[src/rtl/flash_region_loader_pkg.sv]
// Shared types and memory-map constants for the boot-time flash-to-SD-RAM copier.
// Holds the region descriptor type, the FSM state encoding and the default
// region table built from the flash/SD-RAM memory map.
package flash_region_loader_pkg;

    typedef struct packed {
        logic [23:0] flash_addr;
        logic [23:0] ram_addr;
        logic [23:0] size;
    } region_t;

    typedef enum logic [2:0] {
        S_IDLE,
        S_SELECT,
        S_ISSUE,
        S_STREAM,
        S_DRAIN,
        S_FIN
    } state_t;

    // Flash / SD-RAM memory map
    localparam logic [23:0] FLASH_NEXTOR  = 24'h100000;
    localparam logic [23:0] RAM_NEXTOR    = 24'h700000;
    localparam logic [23:0] SIZE_NEXTOR   = 24'h020000;
    localparam logic [23:0] FLASH_FM      = 24'h120000;
    localparam logic [23:0] RAM_FM        = 24'h720000;
    localparam logic [23:0] SIZE_FM       = 24'h004000;
    localparam logic [23:0] FLASH_PAC     = 24'h124000;
    localparam logic [23:0] RAM_PAC       = 24'h724000;
    localparam logic [23:0] SIZE_PAC      = 24'h004000;
    localparam logic [23:0] FLASH_MEGAROM = 24'h200000;
    localparam logic [23:0] RAM_MEGAROM   = 24'h400000;
    localparam logic [23:0] SIZE_MEGAROM  = 24'h100000;

    localparam region_t REGION_NEXTOR  = region_t'{FLASH_NEXTOR,  RAM_NEXTOR,  SIZE_NEXTOR};
    localparam region_t REGION_FM      = region_t'{FLASH_FM,      RAM_FM,      SIZE_FM};
    localparam region_t REGION_PAC     = region_t'{FLASH_PAC,     RAM_PAC,     SIZE_PAC};
    localparam region_t REGION_MEGAROM = region_t'{FLASH_MEGAROM, RAM_MEGAROM, SIZE_MEGAROM};

    // Index 0 is loaded first.
    localparam region_t [2:0] DEFAULT_REGIONS = {REGION_PAC, REGION_FM, REGION_NEXTOR};

endpackage

[src/rtl/flash_region_loader_fifo.sv]
// loader_fifo: synchronous word FIFO between the byte packer and the SD-RAM port.
// Ports: clk, reset_n (async low), push/wdata, pop/rdata (show-ahead head),
// flush (synchronous clear, wins over push/pop), full, empty.
module loader_fifo #(
    parameter int WIDTH = 20,
    parameter int DEPTH = 8
) (
    input  logic             clk,
    input  logic             reset_n,
    input  logic             push,
    input  logic [WIDTH-1:0] wdata,
    input  logic             pop,
    input  logic             flush,
    output logic [WIDTH-1:0] rdata,
    output logic             full,
    output logic             empty
);
    localparam int AW = $clog2(DEPTH);

    logic [WIDTH-1:0] mem [DEPTH];
    logic [AW:0]      wptr, rptr;

    // Extra pointer bit distinguishes full from empty.
    assign empty = (wptr == rptr);
    assign full  = (wptr[AW] != rptr[AW]) && (wptr[AW-1:0] == rptr[AW-1:0]);
    assign rdata = mem[rptr[AW-1:0]];

    always_ff @(posedge clk or negedge reset_n) begin
        if (!reset_n) begin
            wptr <= '0;
            rptr <= '0;
        end else if (flush) begin
            wptr <= '0;
            rptr <= '0;
        end else begin
            if (push && !full) wptr <= wptr + 1'b1;
            if (pop && !empty) rptr <= rptr + 1'b1;
        end
    end

    always_ff @(posedge clk) begin
        if (push && !full && !flush) mem[wptr[AW-1:0]] <= wdata;
    end

endmodule

[src/rtl/flash_region_loader.sv]
// flash_region_loader: walks a region table at boot, streams each region from
// the SPI flash reader, packs bytes little-endian into RAM_W-bit words and writes
// them through the SD-RAM arbiter port, reporting a 16-bit byte sum per region.
// Ports: start/abort/region_en control; fl_* flash stream (start/addr/len/abort
// out, valid/data in, ready out); ram_* write port (req held until ack);
// busy/done/aborted status; region_idx/sum/sum_valid per-region report.
module flash_region_loader
    import flash_region_loader_pkg::*;
#(
    parameter int                        NUM_REGIONS = 3,
    parameter region_t [NUM_REGIONS-1:0] REGIONS     = DEFAULT_REGIONS,
    parameter int                        RAM_W       = 16,
    parameter int                        FIFO_DEPTH  = 8
) (
    input  logic                   clk,
    input  logic                   reset_n,
    input  logic                   start,
    input  logic                   abort,
    input  logic [NUM_REGIONS-1:0] region_en,
    output logic                   fl_start,
    output logic [23:0]            fl_addr,
    output logic [23:0]            fl_len,
    output logic                   fl_abort,
    input  logic                   fl_valid,
    input  logic [7:0]             fl_data,
    output logic                   fl_ready,
    output logic                   ram_req,
    output logic [23:0]            ram_addr,
    output logic [RAM_W-1:0]       ram_wdata,
    output logic [RAM_W/8-1:0]     ram_be,
    input  logic                   ram_ack,
    output logic                   busy,
    output logic                   done,
    output logic                   aborted,
    output logic [2:0]             region_idx,
    output logic [15:0]            sum,
    output logic                   sum_valid
);
    localparam int             BPW      = RAM_W / 8;
    localparam int             LW       = $clog2(BPW);
    localparam int             FW       = RAM_W + BPW;
    localparam logic [2:0]     LAST_IDX = 3'(NUM_REGIONS - 1);
    localparam logic [23:0]    ALIGN    = ~24'(BPW - 1);

    state_t                   state;
    logic [NUM_REGIONS-1:0]   en_q;
    logic [2:0]               idx;
    region_t                  cur;
    logic                     region_on;
    logic [23:0]              byte_cnt, wr_addr;
    logic [LW-1:0]            lane;
    logic [BPW-1:0][7:0]      pack_data, word_data;
    logic [BPW-1:0]           word_be;
    logic                     abort_act, last_byte, word_end, hs, drain_ok;
    logic                     push, pop, full, empty;
    logic [FW-1:0]            fifo_rdata;

    // Table lookup for the region under examination.
    always_comb begin
        cur       = '0;
        region_on = 1'b0;
        for (int r = 0; r < NUM_REGIONS; r++) begin
            if (idx == 3'(r)) begin
                cur       = REGIONS[r];
                region_on = en_q[r] && (REGIONS[r].size != 24'd0);
            end
        end
    end

    // Word as it would look with the incoming byte merged in; lanes not yet
    // written keep 8'hFF from the pack register.
    always_comb begin
        word_data       = pack_data;
        word_data[lane] = fl_data;
        for (int l = 0; l < BPW; l++) word_be[l] = (LW'(l) <= lane);
    end

    assign abort_act = abort && (state != S_IDLE);
    assign last_byte = (byte_cnt == cur.size - 24'd1);
    assign word_end  = (lane == LW'(BPW - 1)) || last_byte;
    // Only stall when the byte would complete a word that has nowhere to go.
    assign fl_ready  = (state == S_STREAM) && (!full || !word_end);
    assign hs        = fl_valid && fl_ready;
    assign push      = hs && word_end && !abort_act;
    assign pop       = !abort_act && (!ram_req || ram_ack) && !empty;
    assign drain_ok  = (state == S_DRAIN) && empty && !ram_req;
    assign sum_valid = drain_ok && !abort_act;

    loader_fifo #(.WIDTH(FW), .DEPTH(FIFO_DEPTH)) u_fifo (
        .clk     (clk),
        .reset_n (reset_n),
        .push    (push),
        .wdata   ({word_be, word_data}),
        .pop     (pop),
        .flush   (abort_act),
        .rdata   (fifo_rdata),
        .full    (full),
        .empty   (empty)
    );

    always_ff @(posedge clk or negedge reset_n) begin
        if (!reset_n) begin
            state      <= S_IDLE;
            en_q       <= '0;
            idx        <= '0;
            byte_cnt   <= '0;
            wr_addr    <= '0;
            lane       <= '0;
            pack_data  <= '1;
            fl_start   <= 1'b0;
            fl_addr    <= '0;
            fl_len     <= '0;
            fl_abort   <= 1'b0;
            ram_req    <= 1'b0;
            ram_addr   <= '0;
            ram_wdata  <= '0;
            ram_be     <= '0;
            busy       <= 1'b0;
            done       <= 1'b0;
            aborted    <= 1'b0;
            region_idx <= '0;
            sum        <= '0;
        end else begin
            fl_start <= 1'b0;
            fl_abort <= 1'b0;
            done     <= 1'b0;
            aborted  <= 1'b0;

            // RAM side: refill on ack so a ready head follows the next cycle.
            if (abort_act) begin
                ram_req <= 1'b0;
            end else if (pop) begin
                ram_req   <= 1'b1;
                ram_wdata <= fifo_rdata[RAM_W-1:0];
                ram_be    <= fifo_rdata[FW-1:RAM_W];
                ram_addr  <= wr_addr;
                wr_addr   <= wr_addr + 24'(BPW);
            end else if (ram_ack) begin
                ram_req <= 1'b0;
            end

            if (hs && !abort_act) begin
                sum      <= sum + 16'(fl_data);
                byte_cnt <= byte_cnt + 24'd1;
                if (word_end) begin
                    lane      <= '0;
                    pack_data <= '1;
                end else begin
                    lane      <= lane + LW'(1);
                    pack_data <= word_data;
                end
            end

            case (state)
                S_IDLE: if (start) begin
                    en_q  <= region_en;
                    idx   <= '0;
                    busy  <= 1'b1;
                    state <= S_SELECT;
                end
                // Last-index check is folded into the skip/exit decision so
                // running off the table costs no extra cycle.
                S_SELECT: if (region_on) begin
                    state      <= S_ISSUE;
                    fl_start   <= 1'b1;
                    fl_addr    <= cur.flash_addr;
                    fl_len     <= cur.size;
                    region_idx <= idx;
                    sum        <= '0;
                    byte_cnt   <= '0;
                    lane       <= '0;
                    pack_data  <= '1;
                    wr_addr    <= cur.ram_addr & ALIGN;
                end else if (idx == LAST_IDX) begin
                    state <= S_FIN;
                    done  <= 1'b1;
                    busy  <= 1'b0;
                end else begin
                    idx <= idx + 3'd1;
                end
                S_ISSUE:  state <= S_STREAM;
                S_STREAM: if (hs && last_byte) state <= S_DRAIN;
                S_DRAIN: if (drain_ok) begin
                    if (idx == LAST_IDX) begin
                        state <= S_FIN;
                        done  <= 1'b1;
                        busy  <= 1'b0;
                    end else begin
                        idx   <= idx + 3'd1;
                        state <= S_SELECT;
                    end
                end
                S_FIN:    state <= S_IDLE;
                default:  state <= S_IDLE;
            endcase

            if (abort_act) begin
                state     <= S_IDLE;
                busy      <= 1'b0;
                done      <= 1'b0;
                fl_start  <= 1'b0;
                fl_abort  <= 1'b1;
                aborted   <= 1'b1;
                lane      <= '0;
                pack_data <= '1;
            end
        end
    end

endmodule

[config.mk]
export PLATFORM = sky130hd
export DESIGN_NAME = flash_region_loader
export DESIGN_NICKNAME = d
export VERILOG_FILES = /design/src/rtl/flash_region_loader_pkg.sv /design/src/rtl/flash_region_loader_fifo.sv /design/src/rtl/flash_region_loader.sv
export SDC_FILE = /design/constraint.sdc
export NUM_CORES = 1
export LEC_CHECK = 0
export CAP_MARGIN = 20
export CORE_MARGIN = 5
export CORE_UTILIZATION = 45
export DETAILED_ROUTE_END_ITERATION = 10
export PLACE_DENSITY = 0.65
export SYNTH_ARGS = -nofsm -noshare
export SYNTH_HDL_FRONTEND = slang
export SYNTH_HIERARCHICAL = 1
export SYNTH_SLANG_ARGS = --single-unit
[constraint.sdc]
create_clock -name clk -period 14.2 [get_ports clk]
set_clock_uncertainty 0.15 [all_clocks]
set_input_delay 4.26 -clock clk [delete_from_list [all_inputs] [get_ports clk]]
set_output_delay 4.26 -clock clk [all_outputs]
set_load 0.02 [all_outputs]
* After elaboration in Yosys (flattened, before gate mapping)
Memory sizes are Yosys's and may differ from the RTL's. A register that Yosys moved wholly into a read port is not among the register bits. Index checks and enable logic that the tools add are counted.
Word-level totals: flip-flop bits (word level) 178, memory bits (writable) 144, input port bits 17, output and inout bits 117, memories kept 1
Memory list:
- u_fifo.mem | words 8, bits a word 18, rd ports 1, clocked after Yosys merged registers in 1, wr ports 1, line flash_region_loader_fifo.sv:20 | logic [WIDTH-1:0] mem [DEPTH];
Operators by class: add/subtract/negate cells 8, order comparisons 4, equality and inequality tests 18, multiplexer cells 66, bitwise logic cells 1, reduce and logical (&&, ||, !) cells 40
Operators by type and width (count):
- 69-bit two-way mux | 3
- 24-bit two-way mux | 7
- 16-bit two-way mux | 8
- 3-bit two-way mux | 11
- 1-bit two-way mux | 26
- 24-bit by 1-bit adder with 24-bit output, second input constant | 1
- 24-bit by 2-bit adder with 24-bit output, second input constant | 1
- 24-bit == test | 1
- 24-bit by 1-bit subtractor with 24-bit output, second input constant | 1
- 1-bit logical AND | 17
- 16-bit by 8-bit adder with 16-bit output | 1
- 16-bit bitwise mux | 1
- 4-bit two-way mux | 4
- 3-bit one-hot mux with 5 select lines | 1
- 4-bit AND reduction | 3
- 3-bit by 2-bit == test with 1-bit output, second input constant | 3
- 3-bit by 2-bit != test with 1-bit output, second input constant | 3
- 3-bit one-hot mux with 3 select lines | 1
- 3-bit nonzero test | 3
- 4-bit by 1-bit adder with 4-bit output, second input constant | 2
- 8-bit demux with 1-bit select | 1
- 8-bit two-way mux | 1
- 3-bit by 1-bit == test with 1-bit output, second input constant | 2
- 1-bit logical NOT | 6
- 20 further kinds | 29

* Depth between registers and ports, before layout
word-level depth 17, depth in mapped cells 11, depth with buffers taken out 10

* Modules after synthesis
Netlist, hierarchy kept.
By module, submodules not included:
- flash_region_loader | times used 1, cells each 796, area each 7383.3 sq um, sequential area each 3573.4 sq um
- loader_fifo | times used 1, cells each 286, area each 6089.6 sq um, sequential area each 4524.3 sq um

* Worst setup path after synthesis
Ideal clock, no wire load.
kind input to output, start input abort, end output sum_valid, arrival time 4.936 ns, required time 9.790 ns, path slack 4.854 ns, stages 2, buffers on the path 1, path through clkbuf_1 > nor3_1
Between the ends: word-level cells in the longest chain between the ends 3
RTL lines:
- start: declaration | line flash_region_loader.sv:18 | input logic abort,
- 1-bit logical AND | line flash_region_loader.sv:78 | assign abort_act = abort && (state != S_IDLE);
- 1-bit logical NOT | line flash_region_loader.sv:87 | assign sum_valid = drain_ok && !abort_act;
- 1-bit logical AND | line flash_region_loader.sv:87
- end: declaration | line flash_region_loader.sv:37 | output logic sum_valid
Every way passes these cells.

* Final worst setup path
Ends and elaborated chain as after synthesis.

==> results.json <==
{
  "syn_area_sq_mm": 0.0135,
  "avgSynthCellArea_sq_um": 12.5,
  "status": "complete, no violations",
  "fin_crit_ns": 10.11,
  "grt_max_degree": 100,
  "worstMarginPinSlew_ns": 1.07,
  "async_flop_share_pct": 51.0,
  "dpl.hpwl_um": 17000,
  "n_antenna_cell": 0,
  "cts_made_buffers": 31,
  "drc_errors": 0,
  "cts.path.max_buffers": 3,
  "syn_inst": 1082,
  "area_delta_synth_final_pct": 16.1,
  "synth_seq_area_share_pct": 60.1,
  "overflow": 0,
  "num-nets-final": 1202,
  "clkTransAtPathRegs_ns": 0.06,
  "fmax_mhz": 98.9,
  "crit_required_ns": 9.79,
  "arrival_ns": 5.70,
  "yosysTopAreaCell": "edfxtp_1",
  "grt_antenna_before_repair": 0,
  "netlist_top_cells_area": "edfxtp_1, dfrtp_1, mux4_2, nand2_1, mux2_2",
  "grt_pass1_vias": 8321,
  "dpl_cell_area_sq_mm": 0.0146,
  "clock_latency_ns": 0.55,
  "coreArea_sq_mm": 0.0296,
  "rsz0062_at_grt": "false",
  "holdBufCountCts": 0,
  "worstHoldPathType": "reg -> reg",
  "vias": 8373,
  "path_class": "in -> out",
  "h-tree-depth": 1,
  "slew_headroom_pct": 28.6,
  "firstDrtPassIters": 5,
  "crit_path_start_kind": "input port",
  "io_pins": 134,
  "p_leak_nw": 6.07,
  "wl_per_cell_um": 17.5,
  "cts_tree": "built",
  "p_per_area_mw_per_mm2": 148,
  "rows": 63,
  "hold_viol_final": 0,
  "ir_worst_vdd_uv": 110,
  "fin_area_sq_mm": 0.0156,
  "drv_slew": 0,
  "die-area_sq_mm": 0.0335,
  "maxCapViolCount": 0,
  "cp_max_fo": 8,
  "layout_commonest_cell": "nand2_1",
  "grt.total_usage_pct": 16.4,
  "die_x_um": 183,
  "yosysTopAreaCellShare_pct": 32.1,
  "drt_iter0_markers": 659,
  "avgViaCountPerCell": 5.29,
  "setup_tns_ns": 0,
  "die_h_um": 183,
  "initial_core_util_pct": 45.5,
  "synth_cell_types": 71,
  "fin_cells": 1583,
  "cts_setup_buffers": 0,
  "synth_edf_count": 144,
  "synth_seq_cells": 294,
  "drive_gt1_share_pct": 16.3,
  "cts_resized": 0,
  "antenna_left": 0,
  "cts.sinks": 294,
  "grt_pass1_wl_um": 44800,
  "period_share_pct": 71.2,
  "wirelength_um": 27800,
  "final_cell_mix": "nand2_1, edfxtp_1, dfrtp_1, clkdlybuf4s50_1, conb_1",
  "place.gp.congestion": 0.759,
  "place.port_buffers": 89,
  "dp.cells": 1525,
  "ys_warn_count": 6,
  "cts-root-buf": "clkbuf_16",
  "setup_violations": 0,
  "crit_path_end_kind": "primary output",
  "synthFlopType": "edfxtp_1"
}
[flip-flops by register name, indices dropped and copies added (netlist names)]
name / count
state: 3
byte_cnt: 24
busy: 1
done: 1
sum: 16
idx: 3
en_q: 3
u_fifo/mem: 144
fl_start: 1
ram_be: 2
ram_req: 1
wr_addr: 23
region_idx: 3
lane: 1
ram_addr: 23
ram_wdata: 16
pack_data: 16
u_fifo/wptr: 4
u_fifo/rptr: 4
fl_len: 2
fl_addr: 2
aborted: 1
[cell families after synthesis]
family	Yosys count	synth area share, %
other cells	2	0.0557
simple gates	416	14.8
flops	294	60.1
compound gates	120	5.91
fa+ha+maj	17	1.63
xor+xnor	37	2.41
mux	84	9.97
buf+inv	112	5.09
[layout make-up]
type,instances,area [sq um]
fillers,2515,14000
flip-flops and latches,294,8100
multi-input cells,726,4920
repair buffers,106,1020
clock buffers,34,797
well taps,390,488
clock inverters,24,282
inverters,9,33.8
[critical path, cell delays in order]
cell,delay [ns]
clkdlybuf4s50_1,0.55
nor3_1,0.24
clkdlybuf4s50_1,0.64
[Yosys cell counts, types with 3 or more instances]
cell type / number
dfstp_2: 16
nor2b_1: 9
nand4_1: 17
xnor2_1: 15
mux2i_1: 6
nand3_1: 27
nor3_1: 15
o211ai_1: 5
nand2_1: 204
nor4_1: 8
buf_6: 8
xor2_1: 22
dfrtp_1: 134
or4_1: 19
ha_1: 16
inv_1: 8
a21o_1: 4
clkbuf_1: 27
mux4_2: 36
o21ai_0: 19
nand2b_1: 9
o21a_1: 4
and3_1: 5
nor2_1: 49
mux2_2: 40
buf_4: 49
nand3b_1: 13
a211oi_1: 3
a21oi_1: 40
edfxtp_1: 144
or3_1: 15
or2_2: 13
buf_2: 16
o31ai_1: 15
and4_1: 4
[where the power goes]
part	internal [mW]	switching (mW)	leakage, nW
Combinational	0.173	0.273	2.28
Clock	0.514	0.335	0.529
Sequential	0.972	0.0541	3.26
Total	1.66	0.662	6.07
[metrics by stage]
| stage | util [%] | power (mW) | hold slack (ns) | setup WS [ns] |
|---|---|---|---|---|
| 5_1_grt | 52.8 | 2.43 | 0.340 | 4.04 |
| 2_1_floorplan | - | 1.35 | 0.309 | 4.85 |
| 6_report | 52.8 | 2.32 | 0.320 | 4.09 |
| 3_5_place_dp | 49.1 | 1.49 | 0.306 | 4.07 |
| 3_3_place_gp | 49.1 | 1.48 | 0.307 | 4.08 |
| 4_1_cts | 52.8 | 2.34 | 0.326 | 4.07 |
[worst paths after layout]
check	slack (ns)	cells past startpoint	startpoint	to
hold / removal	0.32	2	ram_addr[6]	ram_addr[6]
hold reg to reg	0.32	2	ram_addr[6]	ram_addr[6]
setup reg to reg	9.90	10	u_fifo/rptr[2]	u_fifo/mem[5][3]
min in group asynchronous	3.65	1	reset_n	byte_cnt[11]
setup / recovery	4.09	3	abort	sum_valid
max in group asynchronous	9.03	2	reset_n	byte_cnt[21]
[routing by layer]
layer	GRT usage [%]	vias up	share of wire (%)	routed length (um)
met1	23.3	4150	46	12800
met2	27.0	191	47	13100
met4	3.19	0	1.1	319
met3	2.78	29	5.3	1470
met5	0	-	0	0
li1	-	4003	-	-
Power figures use the tool's default switching activity.
